## config.mk

```make
export PLATFORM = sky130hd
export DESIGN_NAME = pio_config_seq
export DESIGN_NICKNAME = d
export VERILOG_FILES = /design/src/rtl/pio_config_seq.sv
export SDC_FILE = /design/constraint.sdc
export NUM_CORES = 1
export LEC_CHECK = 0
export CORE_MARGIN = 1
export CORE_UTILIZATION = 45
export CTS_CLUSTER_SIZE = 30
export DETAILED_ROUTE_END_ITERATION = 8
export PLACE_DENSITY = 0.8
export SLEW_MARGIN = 20
export SYNTH_ARGS = -nofsm -noshare
export SYNTH_HDL_FRONTEND = slang
export SYNTH_SLANG_ARGS = --single-unit
```

## constraint.sdc

```tcl
create_clock -name clk -period 2.72 [get_ports clk]
set_input_delay 0.544 -clock clk [delete_from_list [all_inputs] [get_ports clk]]
set_output_delay 0.544 -clock clk [all_outputs]
set_load 0.01 [all_outputs]
```

## src/rtl/pio_config_seq.sv

```systemverilog
// PIO configuration sequencer: loads a program into one state machine, programs its
// wrap/clock/pins/side-set, enables it, then streams TX words until stopped.
module pio_config_seq #(
  parameter int unsigned MAX_PLEN = 32
) (
  input  logic        clk,
  input  logic        reset,
  input  logic        start,
  input  logic        stop,
  input  logic [5:0]  cfg_plen,
  input  logic [23:0] cfg_div,
  input  logic [31:0] cfg_pin_grps,
  input  logic [4:0]  cfg_sideset,
  input  logic [1:0]  cfg_mindex,
  output logic [4:0]  prog_addr,
  input  logic [15:0] prog_data,
  input  logic [31:0] s_data,
  input  logic        s_valid,
  output logic        s_ready,
  output logic [3:0]  action,
  output logic [31:0] din,
  output logic [4:0]  index,
  output logic [1:0]  mindex,
  input  logic [3:0]  full,
  output logic        busy,
  output logic        running,
  output logic        done,
  output logic        err
);

  localparam int unsigned AW = 5;
  localparam int unsigned DW = 32;
  localparam int unsigned PW = 6;

  localparam logic [3:0] ACT_NONE  = 4'd0;
  localparam logic [3:0] ACT_INSTR = 4'd1;
  localparam logic [3:0] ACT_PEND  = 4'd2;
  localparam logic [3:0] ACT_PUSH  = 4'd4;
  localparam logic [3:0] ACT_GRPS  = 4'd5;
  localparam logic [3:0] ACT_EN    = 4'd6;
  localparam logic [3:0] ACT_DIV   = 4'd7;
  localparam logic [3:0] ACT_SIDES = 4'd8;

  typedef enum logic [3:0] {
    ST_IDLE, ST_FETCH, ST_INSTR, ST_PEND, ST_DIV,
    ST_GRPS, ST_SIDES, ST_EN, ST_RUN, ST_STOP
  } state_t;

  state_t        state_q, state_d;
  logic [AW-1:0] i_q, i_d;
  logic [PW-1:0] plen_q, plen_d;
  logic [23:0]   div_q, div_d;
  logic [DW-1:0] grps_q, grps_d;
  logic [4:0]    side_q, side_d;
  logic [3:0]    action_q, action_d;
  logic [DW-1:0] din_q, din_d;
  logic [AW-1:0] index_q, index_d;
  logic [1:0]    mindex_q, mindex_d;
  logic [AW-1:0] prog_addr_q, prog_addr_d;
  logic          busy_q, busy_d;
  logic          running_q, running_d;
  logic          done_q, done_d;
  logic          err_q, err_d;
  logic          plen_ok;
  logic          last_instr;

  assign plen_ok    = (cfg_plen != '0) && (32'(cfg_plen) <= MAX_PLEN);
  assign last_instr = !({1'b0, i_q} < (plen_q - PW'(1)));

  // Ready is same-cycle so a stop can veto an accept; the PUSH gap covers stale full.
  assign s_ready = (state_q == ST_RUN) && !stop && !full[mindex_q] && (action_q != ACT_PUSH);

  // Next-state and registered-output decode; command bus trails the state by one cycle
  // so INSTR can capture prog_data, which returns one cycle after prog_addr.
  always_comb begin
    state_d     = state_q;
    i_d         = i_q;
    plen_d      = plen_q;
    div_d       = div_q;
    grps_d      = grps_q;
    side_d      = side_q;
    action_d    = ACT_NONE;
    din_d       = '0;
    index_d     = index_q;
    mindex_d    = mindex_q;
    prog_addr_d = prog_addr_q;
    done_d      = 1'b0;
    err_d       = err_q;
    case (state_q)
      ST_IDLE: begin
        if (start && plen_ok) begin
          plen_d   = cfg_plen;
          div_d    = cfg_div;
          grps_d   = cfg_pin_grps;
          side_d   = cfg_sideset;
          mindex_d = cfg_mindex;
          err_d    = 1'b0;
          i_d      = '0;
          state_d  = ST_FETCH;
        end else if (start) begin
          err_d = 1'b1;
        end
      end
      ST_FETCH: state_d = ST_INSTR;
      ST_INSTR: begin
        action_d = ACT_INSTR;
        index_d  = i_q;
        din_d    = {16'h0, prog_data};
        if (last_instr) begin
          state_d = ST_PEND;
        end else begin
          i_d     = i_q + AW'(1);
          state_d = ST_FETCH;
        end
      end
      ST_PEND: begin
        action_d = ACT_PEND;
        din_d    = DW'(plen_q - PW'(1));
        state_d  = ST_DIV;
      end
      ST_DIV: begin
        action_d = ACT_DIV;
        din_d    = {8'h0, div_q};
        state_d  = ST_GRPS;
      end
      ST_GRPS: begin
        action_d = ACT_GRPS;
        din_d    = grps_q;
        state_d  = ST_SIDES;
      end
      ST_SIDES: begin
        action_d = ACT_SIDES;
        din_d    = {27'h0, side_q};
        state_d  = ST_EN;
      end
      ST_EN: begin
        action_d = ACT_EN;
        din_d    = DW'(1) << mindex_q;
        done_d   = 1'b1;
        state_d  = ST_RUN;
      end
      ST_RUN: begin
        if (stop) begin
          state_d = ST_STOP;
        end else if (s_valid && s_ready) begin
          action_d = ACT_PUSH;
          din_d    = s_data;
        end
      end
      ST_STOP: begin
        action_d = ACT_EN;
        state_d  = ST_IDLE;
      end
      default: state_d = ST_IDLE;
    endcase
    if (state_d == ST_FETCH) begin
      prog_addr_d = i_d;
    end
    busy_d    = (state_d != ST_IDLE);
    running_d = (state_d == ST_RUN);
  end

  always_ff @(posedge clk) begin
    if (reset) begin
      state_q     <= ST_IDLE;
      i_q         <= '0;
      plen_q      <= '0;
      div_q       <= '0;
      grps_q      <= '0;
      side_q      <= '0;
      action_q    <= ACT_NONE;
      din_q       <= '0;
      index_q     <= '0;
      mindex_q    <= '0;
      prog_addr_q <= '0;
      busy_q      <= 1'b0;
      running_q   <= 1'b0;
      done_q      <= 1'b0;
      err_q       <= 1'b0;
    end else begin
      state_q     <= state_d;
      i_q         <= i_d;
      plen_q      <= plen_d;
      div_q       <= div_d;
      grps_q      <= grps_d;
      side_q      <= side_d;
      action_q    <= action_d;
      din_q       <= din_d;
      index_q     <= index_d;
      mindex_q    <= mindex_d;
      prog_addr_q <= prog_addr_d;
      busy_q      <= busy_d;
      running_q   <= running_d;
      done_q      <= done_d;
      err_q       <= err_d;
    end
  end

  assign action    = action_q;
  assign din       = din_q;
  assign index     = index_q;
  assign mindex    = mindex_q;
  assign prog_addr = prog_addr_q;
  assign busy      = busy_q;
  assign running   = running_q;
  assign done      = done_q;
  assign err       = err_q;

endmodule

```

==> flow_summary_export.csv, run 1 <==
group,metric,value,unit
cts,cts_sinks,128,
routing,drc,0,
routing,drtPass1Iterations,5,
grt,grt_max_degree,96,
floorplanning,die_area,11940,um^2
layout,diodes,0,
sta,fin_worst_skew,11.72,ps
layout,final_net_count,948,
floorplanning,start_util,0.4696,
worst_hold_path,min_path_type,"reg -> reg",
layout,fin_cells,969,
floorplanning,pin_count,179,
cts,numCtsBuffers,17,
routing,antenna_left,0,
routing,post_drt_wl_per_cell,16.87,um
sta,maxSlewViolCount,0,
critical_path,critPathRequiredTime,3040,ps
grt,grt_overflow,0,
grt,grt_pass1_vias,5199,
synth,yosysTopAreaCellShare,0.4947,
cts,clk_latency,410,ps
placed_design,post_dp_cell_area,7224,um^2
sta,hold_viol_final,0,
synth,ys_types,47,
synth,synth_commonest_cells,"nand2_1, dfxtp_1, a21oi_1, clkbuf_1, a31oi_1",
synth,synth_seq_cells,128,
sta,fmax,380.8,MHz
critical_path,critPathCaptureType,"flop",
grt,track_usage,0.2752,
power,max-vdd-ir-drop,0.0004849,V
critical_path,crit_path_top_delay_cell,"or4_1",
floorplanning,rows,38,
critical_path,start_kind,"flop",
layout,final_core_util,0.7151,
critical_path,cp_cell_sequence,"inv_2 > ha_2 > nor3b_4 > xnor2_2 > ha_1 > or2_2 > and4_4 > buf_12 > or4_1 > a31oi_1",
cts,clockBufferDepth,2,
cts,h-tree-depth,4,
layout,design_area,7888,um^2
cts,path_clk_slew,60,ps
synth,yosys.area.top_type,"dfxtp_1",
critical_path,arrival,2950,ps
sta,rsz0062_at_grt,"no",
placed_design,io_buffer_count,178,
routing,viasPerCell,5.549,
cts,root_buffer,"clkbuf_16",
synth,synthCells,640,
floorplanning,die_w,109.3,um
routing,vias,5377,
synth,yosysWarningCount,0,
cts,cts_tree,"built",
synth,synth_fp_nets,772,
synth,yosysMostFrequentCell,"nand2_1",
layout,area_growth,52.27,%
synth,ys.flop_type,"dfxtp_1",
floorplanning,core_area,11030,um^2
routing,first_iter_violations,437,
power,p_leak,2.749,nW
grt,antenna_found_initial,0,
synth,yosysSeqAreaShare,0.4947,
run_status,status,"finished, final reports clean",
sta,post-route-min-period,2626,ps
synth,synth-async-reset-ratio,0,
synth,synth_area_per_cell,8.094,um^2
synth,synth_edf_count,0,
critical_path,cp_max_fo,10,
sta,slew_headroom,0.3384,
placed_design,place_congestion,0.8156,
routing,wl,16350,um
grt,grt_pass1_wl,25010,um
synth,ys_top_cells_by_area,"dfxtp_1, nand2_1, a21oi_1, a31oi_1, clkbuf_1",
placed_design,dp_hpwl,11180,um
sta,timing.final.crit_share,0.9656,
critical_path,worstSetupPathType,"reg -> reg",
job,max-cap-violations,0,
sta,finalSetupViolations,0,
floorplanning,die_h,109.3,um
sta,tightestPinTransition,992.5,ps
critical_path,critical-path-max-stage-delay,460,ps
layout,layout-drive-gt1-share,0.09650,
synth,netlist_area,5180,um^2
layout,fillers,845,
placed_design,dp.cells,935,
power,powerDensity,624.4,nW/um^2
where the power goes:
| part | switching (mW) | total, mW | internal, mW |
|---|---|---|---|
| clock | 0.841 | 2.40 | 1.56 |
| sequential | 0.0413 | 1.98 | 1.94 |
| combinational | 0.239 | 0.544 | 0.305 |
| total | 1.12 | 4.92 | 3.80 |
routing by layer:
layer	GRT usage	vias to the layer above	wire [um]
li1	-	2594	-
met1	0.3173	2518	6426
met2	0.4888	240	8345
met3	0.07232	25	1323
met4	0.1000	0	252
met5	0	-	0
final timing paths:
| path | startpoint | end | slack (ps) | cells after the start |
|---|---|---|---|---|
| setup / recovery | plen_q[0] | i_q[3] | 90 | 10 |
| setup reg to reg | plen_q[0] | i_q[3] | 90 | 10 |
| hold reg to reg | grps_q[31] | grps_q[31] | 450 | 2 |
| hold / removal | grps_q[31] | grps_q[31] | 450 | 2 |
worst max-delay path: cells and delay by family (launching register included):
family / cells / cell delay (ps)
flops: 1 / 320
compound gates: 1 / 170
simple gates: 4 / 1210
buf+inv: 2 / 230
fa+ha+maj: 2 / 460
xor+xnor: 1 / 160
what timing repair did:
item                       CTS  global route
gates resized for setup      2             5
buffers inserted             0             2
pin swaps                    0             1
setup endpoints to repair    7             6
hold buffers                 0             0
sequential cells by signal, summed over array words and instances, names as in the netlist:
register and cells:
grps_q 32, i_q 5, mindex 2, busy 1
running 1, prog_addr 5, din 32, side_q 5
div_q 24, state_q 4, err 1, done 1
action 4, plen_q 6, index 5
layout by cell type, fill, tap and decap left out, types with 4 or more instances in the layout:
master           synthesis  routed
a222oi_1                13      13
buf_4                    0      22
o21ai_0                 10       9
a31oi_1                 34      34
inv_1                    8       7
or3_1                    5       5
a22oi_1                 10      10
nand3_1                  7       6
a21oi_1                 82      82
nor3_1                  13      11
clkdlybuf4s50_1          0     176
dfxtp_1                128     128
nand2_1                199     199
clkinv_2                 0       4
nor2_1                  17      16
nand2b_1                 6       6
ha_1                     6       5
clkbuf_16                0      17
a221oi_1                 6       6
buf_12                   0       6
bufinv_16                0       4
kinds of logic (layout without fill, tap and decap cells):
logic type               after synthesis  count (layout)  share of synthesized area
AO/OA/AOI/OAI                        170             170                     0.2041
adder cells (fa/ha/maj)                6               6                    0.01449
multiplexers                           3               3                   0.008454
buffers and inverters                 57             246                    0.04372
XOR/XNOR                               6               6                    0.01015
AND/OR/NAND/NOR                      270             270                     0.2244
flip-flops                           128             128                     0.4947
final cells by class:
class / count / area, um^2 / share of cell area
repair buffers: 206 / 2061 / 0.2613
inverters: 8 / 30.03 / 0.003807
well taps: 140 / 175.2 / 0.02221
multi-input cells: 455 / 2431 / 0.3082
flip-flops and latches: 128 / 2562 / 0.3249
clock buffers: 18 / 439.2 / 0.05568
clock inverters: 14 / 188.9 / 0.02395
metrics by stage:
step                power [mW]  hold slack (ps)  worst slack [ps]  TNS, ps
CTS                      4.937            454.3             36.74        0
detailed placement       2.544            446.8            -153.9    -2749
floorplan                2.231            435.7             228.8        0
global route             5.077            473.9             7.074        0
finish                   4.925            452.5             93.66        0
global placement         2.525            442.1            -124.2   -792.2
Note: power is estimated with default switching activity, not from simulation.
==> run 2: changes to the inputs <==
--- a/config.mk
+++ b/config.mk
@@ -5,11 +5,12 @@
 export SDC_FILE = /design/constraint.sdc
 export NUM_CORES = 1
 export LEC_CHECK = 0
+export ABC_AREA = 1
 export CORE_MARGIN = 1
-export CORE_UTILIZATION = 45
+export CORE_UTILIZATION = 46
 export CTS_CLUSTER_SIZE = 30
 export DETAILED_ROUTE_END_ITERATION = 8
-export PLACE_DENSITY = 0.8
+export PLACE_DENSITY_LB_ADDON = 0.25
 export SLEW_MARGIN = 20
 export SYNTH_ARGS = -nofsm -noshare
 export SYNTH_HDL_FRONTEND = slang
==> run 2 against run 1 <==
  * Die area about the same
  * First-iteration DRC count down 20%
  * Wire length up 1.7%
  * Core utilization down 0.86 points
  * Cell count up 6.3%
  * Area after synthesis up 2.3%
  * Hold slack worse by 3.5 ps
  * Final area down 1.2%
  * Clock skew down 3.6 ps
  * Sequential cell count unchanged
  * Power up 2.5%
  * Critical endpoint is now s_ready
  * Largest power group unchanged
  * Highest routed layer unchanged
==> flow_summary_export.csv, run 2 <==
group,metric,value,unit
power,clkPwrFrac,0.486,
power,combPwrFrac,0.115,
synth,synth_fp_nets,843,
sta,fin_worst_skew,8.150,ps
power,power.total,5.049,mW
floorplanning,core_area,11030,um^2
power,switching_power,1.213,mW
floorplanning,die_h,109.3,um
worst_hold_path,hp-start,"grps_q[3]",
cts,path_clk_slew,60,ps
routing,antenna_left,0,
critical_path,startpoint,"state_q[0]",
sta,hold_viol_final,0,
grt,grt_overflow,0,
cts,numCtsBuffers,17,
synth,yosysSeqAreaShare,0.4835,
layout,design_area,7792,um^2
synth,synthCells,711,
floorplanning,die_area,11960,um^2
synth,yosysTopAreaCellShare,0.4835,
sta,slew_headroom,0.5350,
critical_path,cp_max_fo,6,
sta,finalSetupViolations,0,
layout,final_net_count,1008,
grt,track_usage,0.2811,
cts,h-tree-depth,4,
sta,setup_tns,0,ps
sta,post-route-min-period,2632,ps
synth,ys_top_cells_by_area,"dfxtp_1, nand2_1, a21oi_1, inv_1, o21ai_0",
sta,tightestPinTransition,696.5,ps
sta,fmax,379.9,MHz
routing,vias,5437,
synth,ys_types,35,
cts,clockBufferDepth,2,
sta,rsz0062_at_grt,"no",
grt,grt_max_degree,70,
synth,ys.flop_type,"dfxtp_1",
placed_design,post_dp_cell_area,7139,um^2
placed_design,io_buffer_count,178,
placed_design,dp_hpwl,11760,um
power,powerDensity,648.0,nW/um^2
critical_path,critPathCaptureType,"output port",
job,max-cap-violations,0,
layout,final_core_util,0.7064,
power,max-vdd-ir-drop,0.0004261,V
routing,first_iter_violations,350,
power,p_sw_frac,0.2403,
grt,grt_pass1_vias,5244,
cts,cts_tree,"built",
placed_design,place_congestion,0.9314,
grt,grt_pass1_wl,25400,um
synth,netlist_area,5300,um^2
power,p_int,3.836,mW
routing,wl,16620,um
placed_design,dp.cells,997,
sta,maxSlewViolCount,0,
synth,yosysMostFrequentCell,"nand2_1",
critical_path,worstSetupPathType,"reg -> out",
critical_path,critPathRequiredTime,2180,ps
floorplanning,die_w,109.3,um
cts,root_buffer,"clkbuf_16",
critical_path,timing.rr.start,"plen_q[0]",
layout,area_growth,47.03,%
synth,synth_area_per_cell,7.454,um^2
cts,cts_setup_buffers,0,
grt,antenna_found_initial,0,
synth,yosysWarningCount,0,
routing,drc,0,
synth,synth_commonest_cells,"nand2_1, a21oi_1, dfxtp_1, inv_1, nor2_1",
critical_path,start_kind,"flop",
critical_path,arrival,2090,ps
routing,post_drt_wl_per_cell,16.14,um
power,p_leak,3.015,nW
synth,synth_edf_count,0,
layout,layout-drive-gt1-share,0.06524,
synth,synth_seq_cells,128,
layout,fin_cells,1030,
floorplanning,start_util,0.4805,
routing,drtPass1Iterations,5,
synth,synth-async-reset-ratio,0,
cts,clk_latency,410,ps
routing,viasPerCell,5.279,
cts,cts_sinks,128,
power,sequentialPowerShare,0.399,
synth,yosys.area.top_type,"dfxtp_1",
sta,timing.final.crit_share,0.9677,
run_status,status,"finished, final reports clean",
floorplanning,pin_count,179,
layout,final_cell_mix,"nand2_1, clkdlybuf4s50_1, a21oi_1, dfxtp_1, inv_1",
floorplanning,rows,38,
worst_hold_path,min_path_type,"reg -> reg",
-- run 2: changes by cell type after synthesis, sizes merged, moves of 10 or more --
cell,change
inv,+60
a21oi,+51
a31oi,-33
o21ai,+28
clkbuf,-27
nor2,+25
nand3,+22
buf,+19
nand2,-19
a222oi,-13
a22oi,-10
-- run 2: cell type report --
| cell class | instances | area [um^2] |
|---|---|---|
| fill | 917 | 3238 |
| sequential | 128 | 2564 |
| multi-input combinational | 473 | 2281 |
| timing repair buffer | 187 | 1869 |
| clock buffer | 18 | 439.2 |
| inverter | 69 | 259.0 |
| clock inverter | 14 | 202.7 |
| tap | 140 | 175.2 |
| antenna | 1 | 2.502 |
-- run 2: logic make-up (layout without fill, tap and decap cells) --
group,after synthesis,count (layout),synth area share
simple gates,265,265,0.2049
compound gates,201,201,0.2082
flops,128,128,0.4835
buf+inv,110,288,0.08758
fa+ha+maj,6,6,0.01416
xor+xnor,1,1,0.001653
other cells,0,1,0
-- run 2: repair_timing --
action	4_1_cts	5_1_grt
hold buffers	0	0
endpoints found under the setup margin	0	1
gates resized for setup	0	2
-- run 2: final timing paths --
check | to | slack, ps | cells after the start
min reg2reg | grps_q[3] | 450 | 2
max reg2reg | prog_addr[4] | 230 | 17
min | grps_q[3] | 450 | 2
max | s_ready | 90 | 5
-- run 2: stage by stage --
step	hold slack, ps	setup slack [ps]
final	449.0	87.92
after detailed placement	439.8	125.4
after floorplan	424.6	719.2
after global routing	470.7	9.257
after global placement	437.9	124.2
after CTS	448.8	53.05
-- run 2: layer usage --
layer / vias up / part of all wire / GRT usage / routed length (um)
met2: 222 / 0.49 / 0.4996 / 8215
met5: - / 0 / 0 / 0
li1: 2681 / - / - / -
met4: 0 / 0.026 / 0.1248 / 435
met1: 2502 / 0.41 / 0.3206 / 6776
met3: 32 / 0.072 / 0.06461 / 1195
-- run 2: power by group through the flow --
| stage | combinational (mW) | sequential, mW | clock (mW) |
|---|---|---|---|
| finish | 0.581 | 2.02 | 2.45 |
| global route | 0.637 | 2.02 | 2.55 |
| global placement | 0.563 | 2.05 | 0 |
| floorplan | 0.264 | 2.05 | 0 |
| detailed placement | 0.573 | 2.05 | 0 |
| CTS | 0.580 | 2.01 | 2.48 |
-- run 2: critical path, cell delays in order, from the launching register on --
cell and delay, ps:
dfxtp_1 380, nor2_2 160, nand3_1 170, a211oi_4 260, and2_1 170, clkdlybuf4s50_1 540
